### src/rtl/shift_amt_engine_if.sv
// Request/response bundle between the control unit and the shift engine.
interface shift_amt_engine_if #(
  parameter int unsigned WIDTH = 32
) ();

  logic             start;
  logic [1:0]       op;
  logic [1:0]       amt_sel;
  logic [WIDTH-1:0] data_in;
  logic [WIDTH-1:0] reg_b;
  logic [4:0]       shamt;
  logic [WIDTH-1:0] ext_offset;
  logic [WIDTH-1:0] data_out;
  logic             busy;
  logic             done;

  // Control-unit side: issues requests, observes result and status.
  modport master (
    output start, op, amt_sel, data_in, reg_b, shamt, ext_offset,
    input  data_out, busy, done
  );

  // Engine side.
  modport slave (
    input  start, op, amt_sel, data_in, reg_b, shamt, ext_offset,
    output data_out, busy, done
  );

endinterface

### src/rtl/shift_amt_engine.sv
// Iterative shifter/rotator: moves at most STEP bit positions per clock,
// amount taken mod WIDTH from one of four sources.
module shift_amt_engine #(
  parameter int unsigned WIDTH     = 32,
  parameter int unsigned SA_W      = $clog2(WIDTH),
  parameter int unsigned STEP      = 8,
  parameter int unsigned CONST_AMT = 16
) (
  input  logic                clk,
  input  logic                reset,
  shift_amt_engine_if.slave   bus
);

  // One extra bit so STEP == WIDTH is representable in the per-cycle amount.
  localparam int unsigned    KW       = SA_W + 1;
  localparam logic [KW-1:0]  STEP_K   = KW'(STEP);
  localparam logic [KW-1:0]  WIDTH_K  = KW'(WIDTH);
  localparam logic [SA_W-1:0] CONST_SA = SA_W'(CONST_AMT);

  localparam logic [1:0] OP_SLL = 2'd0;
  localparam logic [1:0] OP_SRL = 2'd1;
  localparam logic [1:0] OP_SRA = 2'd2;

  typedef enum logic [1:0] {
    S_IDLE  = 2'd0,
    S_SHIFT = 2'd1,
    S_DONE  = 2'd2
  } state_e;

  state_e           state_q, state_d;
  logic [WIDTH-1:0] data_q,  data_d;
  logic [SA_W-1:0]  rem_q,   rem_d;
  logic [1:0]       op_q,    op_d;
  logic             busy_q,  busy_d;
  logic             done_q,  done_d;

  logic [SA_W-1:0]  sel_amt;
  logic [KW-1:0]    rem_ext;
  logic [KW-1:0]    step_k;
  logic [WIDTH-1:0] shifted;

  // Upper operand bits are intentionally ignored (amount is mod WIDTH).
  logic unused_bits;
  assign unused_bits = ^{bus.reg_b[WIDTH-1:SA_W], bus.ext_offset[WIDTH-1:SA_W]};

  // Amount source select, truncated to SA_W bits.
  always_comb begin
    sel_amt = '0;
    unique case (bus.amt_sel)
      2'd0:    sel_amt = bus.reg_b[SA_W-1:0];
      2'd1:    sel_amt = SA_W'(bus.shamt);
      2'd2:    sel_amt = bus.ext_offset[SA_W-1:0];
      default: sel_amt = CONST_SA;
    endcase
  end

  // Per-cycle step k = min(rem, STEP) and the working value shifted by k.
  always_comb begin
    rem_ext = {1'b0, rem_q};
    step_k  = (rem_ext < STEP_K) ? rem_ext : STEP_K;
    shifted = data_q;
    unique case (op_q)
      OP_SLL:  shifted = data_q << step_k;
      OP_SRL:  shifted = data_q >> step_k;
      OP_SRA:  shifted = WIDTH'($signed(data_q) >>> step_k);
      default: shifted = (data_q >> step_k) | (data_q << (WIDTH_K - step_k));
    endcase
  end

  // Next-state and datapath update.
  always_comb begin
    state_d = state_q;
    data_d  = data_q;
    rem_d   = rem_q;
    op_d    = op_q;
    unique case (state_q)
      S_IDLE: begin
        if (bus.start) begin
          data_d  = bus.data_in;
          op_d    = bus.op;
          rem_d   = sel_amt;
          state_d = S_SHIFT;
        end
      end
      S_SHIFT: begin
        if (rem_q != '0) begin
          data_d = shifted;
          rem_d  = rem_q - SA_W'(step_k);
        end else begin
          state_d = S_DONE;
        end
      end
      S_DONE:  state_d = S_IDLE;
      default: state_d = S_IDLE;
    endcase
    busy_d = (state_d != S_IDLE);
    done_d = (state_d == S_DONE);
  end

  // State and output registers.
  always_ff @(posedge clk or negedge reset) begin
    if (!reset) begin
      state_q <= S_IDLE;
      data_q  <= '0;
      rem_q   <= '0;
      op_q    <= '0;
      busy_q  <= 1'b0;
      done_q  <= 1'b0;
    end else begin
      state_q <= state_d;
      data_q  <= data_d;
      rem_q   <= rem_d;
      op_q    <= op_d;
      busy_q  <= busy_d;
      done_q  <= done_d;
    end
  end

  assign bus.data_out = data_q;
  assign bus.busy     = busy_q;
  assign bus.done     = done_q;

endmodule

### src/flat_wrapper.sv
// flat-port wrapper written by rule: the top's interface ports become plain ports
module shift_amt_engine_flat 
#(
  parameter int unsigned WIDTH     = 32,
  parameter int unsigned SA_W      = $clog2(WIDTH),
  parameter int unsigned STEP      = 8,
  parameter int unsigned CONST_AMT = 16
)
  (clk, reset, bus_start, bus_op, bus_amt_sel, bus_data_in, bus_reg_b, bus_shamt, bus_ext_offset, bus_data_out, bus_busy, bus_done);
  shift_amt_engine_if #(.WIDTH(WIDTH)) bus_i ();
  input  logic clk;
  input  logic reset;
  input wire logic [$bits(bus_i.start)-1:0] bus_start;
  input wire logic [$bits(bus_i.op)-1:0] bus_op;
  input wire logic [$bits(bus_i.amt_sel)-1:0] bus_amt_sel;
  input wire logic [$bits(bus_i.data_in)-1:0] bus_data_in;
  input wire logic [$bits(bus_i.reg_b)-1:0] bus_reg_b;
  input wire logic [$bits(bus_i.shamt)-1:0] bus_shamt;
  input wire logic [$bits(bus_i.ext_offset)-1:0] bus_ext_offset;
  output wire logic [$bits(bus_i.data_out)-1:0] bus_data_out;
  output wire logic [$bits(bus_i.busy)-1:0] bus_busy;
  output wire logic [$bits(bus_i.done)-1:0] bus_done;
  assign bus_i.start = bus_start;
  assign bus_i.op = bus_op;
  assign bus_i.amt_sel = bus_amt_sel;
  assign bus_i.data_in = bus_data_in;
  assign bus_i.reg_b = bus_reg_b;
  assign bus_i.shamt = bus_shamt;
  assign bus_i.ext_offset = bus_ext_offset;
  assign bus_data_out = bus_i.data_out;
  assign bus_busy = bus_i.busy;
  assign bus_done = bus_i.done;
  shift_amt_engine #(.WIDTH(WIDTH), .SA_W(SA_W), .STEP(STEP), .CONST_AMT(CONST_AMT)) u_core (.clk(clk), .reset(reset), .bus(bus_i));
endmodule
### config.mk
export PLATFORM = sky130hd
export DESIGN_NAME = shift_amt_engine_flat
export DESIGN_NICKNAME = d
export VERILOG_FILES = /design/src/rtl/shift_amt_engine_if.sv /design/src/rtl/shift_amt_engine.sv /design/src/flat_wrapper.sv
export SDC_FILE = /design/constraint.sdc
export NUM_CORES = 1
export LEC_CHECK = 0
export BUFFER_PORTS_ARGS = -buffer_cell sky130_fd_sc_hd__buf_4
export CAP_MARGIN = 20
export CELL_PAD_IN_SITES_DETAIL_PLACEMENT = 0
export CELL_PAD_IN_SITES_GLOBAL_PLACEMENT = 1
export CORE_AREA = 2 2 145 147
export DETAILED_ROUTE_END_ITERATION = 8
export DIE_AREA = 0 0 147 149
export PLACE_DENSITY = 0.72
export SKIP_CTS_REPAIR_TIMING = 1
export SYNTH_ARGS = -nofsm -noshare
export SYNTH_HDL_FRONTEND = slang
export SYNTH_SLANG_ARGS = --single-unit
### constraint.sdc
create_clock -name clk -period 4.8 [get_ports clk]
set_clock_uncertainty 0.05 [all_clocks]
set_input_delay 0.48 -clock clk [delete_from_list [all_inputs] [get_ports clk]]
set_output_delay 0.48 -clock clk [all_outputs]
set_load 0.005 [all_outputs]
==> qor.txt, run 1 <==
GR Util met3: 6.51%
Setup TNS: 0 ps
CP arrival: 3860 ps
root buffer cell: clkbuf_16
Initial Utilization: 34.3%
fraction of registers with async set/reset: 100%
core box area: 20600 µm²
Clock power frac: 4.7%
full die area: 21900 µm²
GR Util All Layers: 30.3%
post-synthesis sequential area ratio: 15.3%
DR iter-0 viols: 1175
Slew Limit Headroom: 32.0%
layout cells sized above 1: 21.8%
combinational power share: 76.7%
Synth cell types: 88
setup slack after layout: 1120 ps
GR peak layer: met2
Leak Pwr: 0.00302 µW
met2 usage: 45.8%
Skew-Pair Late Insertion Delay: 310 ps
Slew Viols, Final: 0
synthesized area: 7040 µm²
design area: 7910 µm²
fmax: 0.271 GHz
Final min period: 3680 ps
Max Cap Violations: 0
H-tree depth: 2
syn nets: 1028
drt wl/cell: 28.2 µm
Die Y: 149 µm
syn_area_per_cell: 7.68 µm²
crit path buf inv count: 1
CP top delay family: simple AND/OR/NAND/NOR gates
synth warn: 0
nets: 1034
Setup crit start kind: flop
Setup Viol. Count Final: 0
Worst Setup End Kind: flop
hold slack: 153 ps
GR met1 Demand/Resource: 41.8%
area delta synth->final: 12.3%
First-pass DRT Iterations: 6
Place WS: 1220 ps
# port buffers: 87
outcome: finished clean
RSZ-0062 raised after global routing: false
CTS tree: yes
Final Hold Vio Count: 0
min-delay worst type: input port to asynchronous set/reset pin
Worst Path Class, Setup: flop to flop
GP Congestion: 0.997
Synth area leader: dfrtp_1
Routed Antenna Nets: 0
worst path required time: 4980 ps
Crit-path slowest cell: dfrtp_1
routed vias: 8301
Power Density: 996 nW/µm²
antenna violations before repair: 0
largest net degree at the start of global routing: 54
row count: 53
Peak VDD IR: 0.000404 V
die width: 147 µm
Sw Ratio: 58.7%
CTS max path bufs: 2
drt total wl: 33800 µm
Num CTS Buffers: 5
Top Ports: 142
P_int: 3250 µW
period utilization: 76.8%
top cell type's share of synthesized area: 15.3%
number of remaining DRC errors: 0
Worst path max stage delay: 960 ps
CTS Sinks: 43
top_reg_cell synth: dfrtp_1
clock slew at reported path FFs: 70 ps
#FFs+latches synth: 43
global route total overflow: 0
Crit Path Max Fanout: 20
part of the power in registers: 18.7%
Ant. Diodes: 0
Worst Tran Pin Value: 1020 ps
crit-path cells: nor3b_4 > inv_4 > ha_1 > or4b_1 > nor3_2 > o21ai_0 > and3_1 > o311a_1 > o21ai_1
top cells by area, synth: dfrtp_1, mux4_2, mux2i_1, nand2_1, a21oi_1
number of flops mapped to enable cells by yosys: 0
post-layout util: 38.5%
first-pass GRT wire length: 50900 µm
DP Wirelength: 22200 µm
vias in the first global route: 7898
DP Area: 7770 µm²
Switch Pwr: 4630 µW
Post-Syn Instances: 917
Vias/cell: 6.93
## routing by layer
metal / part of all wire (%) / wire [µm] / up-vias
met5: 0 / 0 / -
met4: 4.9 / 1670 / 0
met3: 12 / 3990 / 130
met2: 43 / 14400 / 672
met1: 41 / 13700 / 3973
li1: - / - / 3526
## sequential cells by signal, summed over array words and instances (netlist names)
name / cells
u_core.bus.busy: 1
u_core.op_q: 2
u_core.rem_q: 5
u_core.bus.data_out: 32
u_core.bus.done: 1
u_core.state_q: 2
## cell usage after synthesis (14+ instances only)
cell type and count:
mux2i_1 74, a31oi_1 16, nand3_1 21, a211oi_1 29, clkbuf_1 78, nand2_1 95
nor2_1 76, nor3_1 20, mux2_2 14, o21ai_0 63, o22ai_1 14, o211ai_1 14
nor2b_1 15, a21oi_1 69, buf_2 20, dfrtp_1 43, mux4_2 35
## kinds of logic after synthesis
group,count (synthesis),share of synthesized area (%)
multiplexers,124,24.2
AND/OR/NAND/NOR,287,19.5
XOR/XNOR,3,0.373
other,2,0.107
adder cells (fa/ha/maj),3,0.533
buffers and inverters,129,8.23
flip-flops,43,15.3
AO/OA/AOI/OAI,326,31.8
## metrics by stage
step                      power, µW  instances
after CTS                      7690       1198
final                          7880       1198
after detailed placement       7290       1191
after floorplan                5220        917
after global placement         7270       1191
after global routing           8310       1198
## final timing paths
kind / end / slack, ps / from / cells past startpoint
worst max register to register: u_core.bus.data_out[21] / 1120 / u_core.rem_q[4] / 9
worst max-delay path: u_core.bus.data_out[21] / 1120 / u_core.rem_q[4] / 9
min in group clk: u_core.op_q[0] / 360 / bus_op[0] / 2
worst min register to register: u_core.bus.data_out[7] / 700 / u_core.bus.data_out[7] / 2
worst min-delay path: u_core.state_q[0] / 150 / reset / 1
max in group asynchronous: u_core.rem_q[1] / 4070 / reset / 1
## power groups by stage
stage,logic [µW],clock network [µW],registers [µW]
after global routing,6450,386,1470
after CTS,5910,373,1400
after global placement,5860,0,1410
after detailed placement,5870,0,1410
after floorplan,4490,0,732
final,6040,367,1470
## worst register-to-register path: stages, from the launching register on
cell and delay (ps):
dfrtp_1 960, nor3b_4 120, inv_4 80, ha_1 490, or4b_1 580, nor3_2 600, o21ai_0 240, and3_1 240
o311a_1 130, o21ai_1 120
## layout make-up
class	instances	area, µm²
clock buffers	6	129
inverters	12	50.0
multi-input cells	745	5420
clock inverters	1	7.51
well taps	275	344
repair buffers	116	883
flip-flops and latches	43	1080
fillers	2251	12600
## cell usage in the layout (no fill, tap or decap), types with 8 or more instances in the layout
cell type / count
buf_4: 115
nand2_1: 95
mux2i_1: 74
nor2_1: 74
a21oi_1: 69
o21ai_0: 62
dfrtp_1: 42
mux4_2: 35
a211oi_1: 29
nand3_1: 21
nor3_1: 19
a31oi_1: 16
mux2_2: 14
o22ai_1: 14
o211ai_1: 14
nor2b_1: 14
o22a_1: 11
and3_1: 11
a22oi_1: 11
or3_1: 10
nand2b_1: 8
o31ai_1: 8
No activity file was read; power rests on OpenSTA's default activity.
==> inputs of run 2 (changes only) <==
- ABC_AREA: not set -> 1
- CORE_AREA: 2 2 145 147 -> 2 2 136 138
- DIE_AREA: 0 0 147 149 -> 0 0 138 140
- PLACE_DENSITY: 0.72 -> 0.79
- clock period: 4.8 -> 3.9 ns (I/O delays scaled with it)
==> qor.txt, run 2 <==
outcome: finished clean
First-pass DRT Iterations: 6
first-pass GRT wire length: 43100 µm
# port buffers: 87
period utilization: 75.6%
placed insts: 1408
number of remaining DRC errors: 0
routed vias: 8391
layout cells sized above 1: 13.0%
fraction of registers with async set/reset: 100%
post-synthesis compound-gate area fraction: 13.8%
post-synthesis sequential area ratio: 17.4%
Leak Pwr: 0.00359 µW
Peak VDD IR: 0.000871 V
Synth area leader: nand3_1
Num CTS Buffers: 5
worst r2r path cells: 13
worst path required time: 4020 ps
Worst Tran Pin Value: 854 ps
RR Startpoint: u_core.rem_q[4]
most frequent cells in the layout: nand3_1, nand2_1, buf_4
global route total overflow: 0
reg2reg end: u_core.bus.data_out[14]
top cells by area, synth: nand3_1, nand2_1, dfrtp_1, a21oi_1, nor2_1
drt total wl: 27900 µm
root buffer cell: clkbuf_16
antenna violations before repair: 1
Slew Limit Headroom: 43.0%
CTS tree: yes
drt wl/cell: 19.7 µm
Synth cell types: 34
Setup TNS: 0 ps
CTS Sinks: 43
post-synthesis simple-gate area fraction: 56.5%
count leader, synth: nand3_1
fmax: 0.339 GHz
DP Wirelength: 20200 µm
Top Ports: 142
Routed Antenna Nets: 0
CTS max path bufs: 2
Setup Viol. Count Final: 0
Post-Syn Instances: 1139
Worst Path Class, Setup: flop to flop
min-delay worst type: input port to asynchronous set/reset pin
Initial Utilization: 34.7%
Vias/cell: 5.93
core box area: 17800 µm²
top_reg_cell synth: dfrtp_1
DR iter-0 viols: 1283
nets: 1297
critical path endpoint: u_core.bus.data_out[14]
Ant. Diodes: 0
FF-to-FF setup slack: 950 ps
RSZ-0062 raised after global routing: false
Skew-Pair Late Insertion Delay: 300 ps
synthesized area: 6170 µm²
top cell type's share of synthesized area: 27.3%
largest family of logic cells by synthesized area: simple AND/OR/NAND/NOR gates
die width: 138 µm
largest net degree at the start of global routing: 44
area delta synth->final: 14.7%
Worst Setup End Kind: flop
setup slack after layout: 951 ps
mux cell area share after synthesis: 0%
Die Y: 140 µm
synth warn: 0
#FFs+latches synth: 43
GR Util All Layers: 27.8%
GP Congestion: 0.947
Slew Viols, Final: 0
Setup crit start kind: flop
fraction of the mapped netlist area in adder cells: 0.609%
number of flops mapped to enable cells by yosys: 0
post-synthesis xor/xnor area fraction: 0%
row count: 49
CP Launch Point: u_core.rem_q[4]
H-tree depth: 2
Place WS: 1030 ps
syn nets: 1250
most common cell after layout, fill and taps aside: nand3_1
syn_area_per_cell: 5.41 µm²
vias in the first global route: 7670
full die area: 19300 µm²
flip-flop count of the largest register after layout: 32
Final Hold Vio Count: 0
Crit Path Max Fanout: 18
Max Cap Violations: 0
Power Density: 1160 nW/µm²
Non-Filler Instances: 1416
clock slew at reported path FFs: 70 ps
Final min period: 2950 ps
CP arrival: 3070 ps
Post-synth top cells: nand3_1, nand2_1, nor2_1
==> run 2: cell count changes after synthesis, sizes merged, moves of 12 or more <==
| cell | before | now |
|---|---|---|
| mux2i | 74 | 0 |
| mux2 | 15 | 0 |
| inv | 10 | 84 |
| nor3 | 22 | 1 |
| nand3 | 21 | 336 |
| nor2 | 76 | 88 |
| a211oi | 30 | 0 |
| mux4 | 35 | 0 |
| nor2b | 15 | 0 |
| o21ai | 68 | 50 |
| nand2 | 95 | 335 |
| a31oi | 16 | 4 |
| clkbuf | 79 | 27 |
==> run 2: worst min-delay path by stage <==
| stage | startpoint | endpoint | slack [ps] |
|---|---|---|---|
| after detailed placement | reset | u_core.bus.data_out[4] | 380 |
| after global placement | reset | u_core.bus.data_out[9] | 370 |
| final | reset | u_core.bus.data_out[13] | 40 |
| after global routing | reset | u_core.bus.data_out[4] | 90 |
| after floorplan | reset | u_core.bus.busy | 40 |
| after CTS | reset | u_core.bus.data_out[4] | 60 |
==> run 2: through the flow <==
| stage | power (µW) | cell area (µm²) | hold slack (ps) | util (%) |
|---|---|---|---|---|
| 6_report | 8220 | 7070 | 35.3 | 39.8 |
| 5_1_grt | 8920 | 7070 | 88.6 | 39.8 |
| 4_1_cts | 8050 | 7070 | 63.3 | 39.8 |
| 3_5_place_dp | 7590 | 6930 | 376 | 39.0 |
| 3_3_place_gp | 7560 | 6930 | 366 | 39.0 |
| 2_1_floorplan | 5550 | 6170 | 44.4 | - |
==> run 2: final cells by class <==
class                   instances  area (µm²)
fillers                      2048       10700
multi-input cells             938        4390
flip-flops and latches         43        1080
repair buffers                113         861
inverters                      85         319
well taps                     229         287
clock buffers                   5         125
clock inverters                 3        20.0
==> run 2: power breakdown <==
| part | internal, µW | switching [µW] |
|---|---|---|
| Combinational | 2130 | 4710 |
| Clock | 237 | 208 |
| Sequential | 695 | 242 |
| Total | 3060 | 5160 |
==> run 2: critical path: stages (launching register included) <==
cell     delay, ps
dfrtp_1        440
nor2_4         270
nand2_1        130
ha_1           280
inv_1          100
nand2_1         60
nand2_1        600
nand3_1        200
nand3_1        130
nand2_1         60
inv_1           80
nand2_1         50
nor2_1         260
o22ai_1        110
==> run 2: routing by layer <==
| layer | wire, µm | global-route usage, % | vias up |
|---|---|---|---|
| li1 | - | - | 3932 |
| met1 | 11900 | 39.2 | 3860 |
| met2 | 12100 | 43.2 | 519 |
| met3 | 2820 | 4.00 | 80 |
| met4 | 973 | 10.1 | 0 |
| met5 | 0 | 0 | - |
==> run 2: cell families after synthesis <==
family / count (synthesis)
and+or+nand+nor: 777
buffers and inverters: 158
AOI/OAI and AO/OA: 156
DFF: 43
adders and majority gates: 3
other: 2
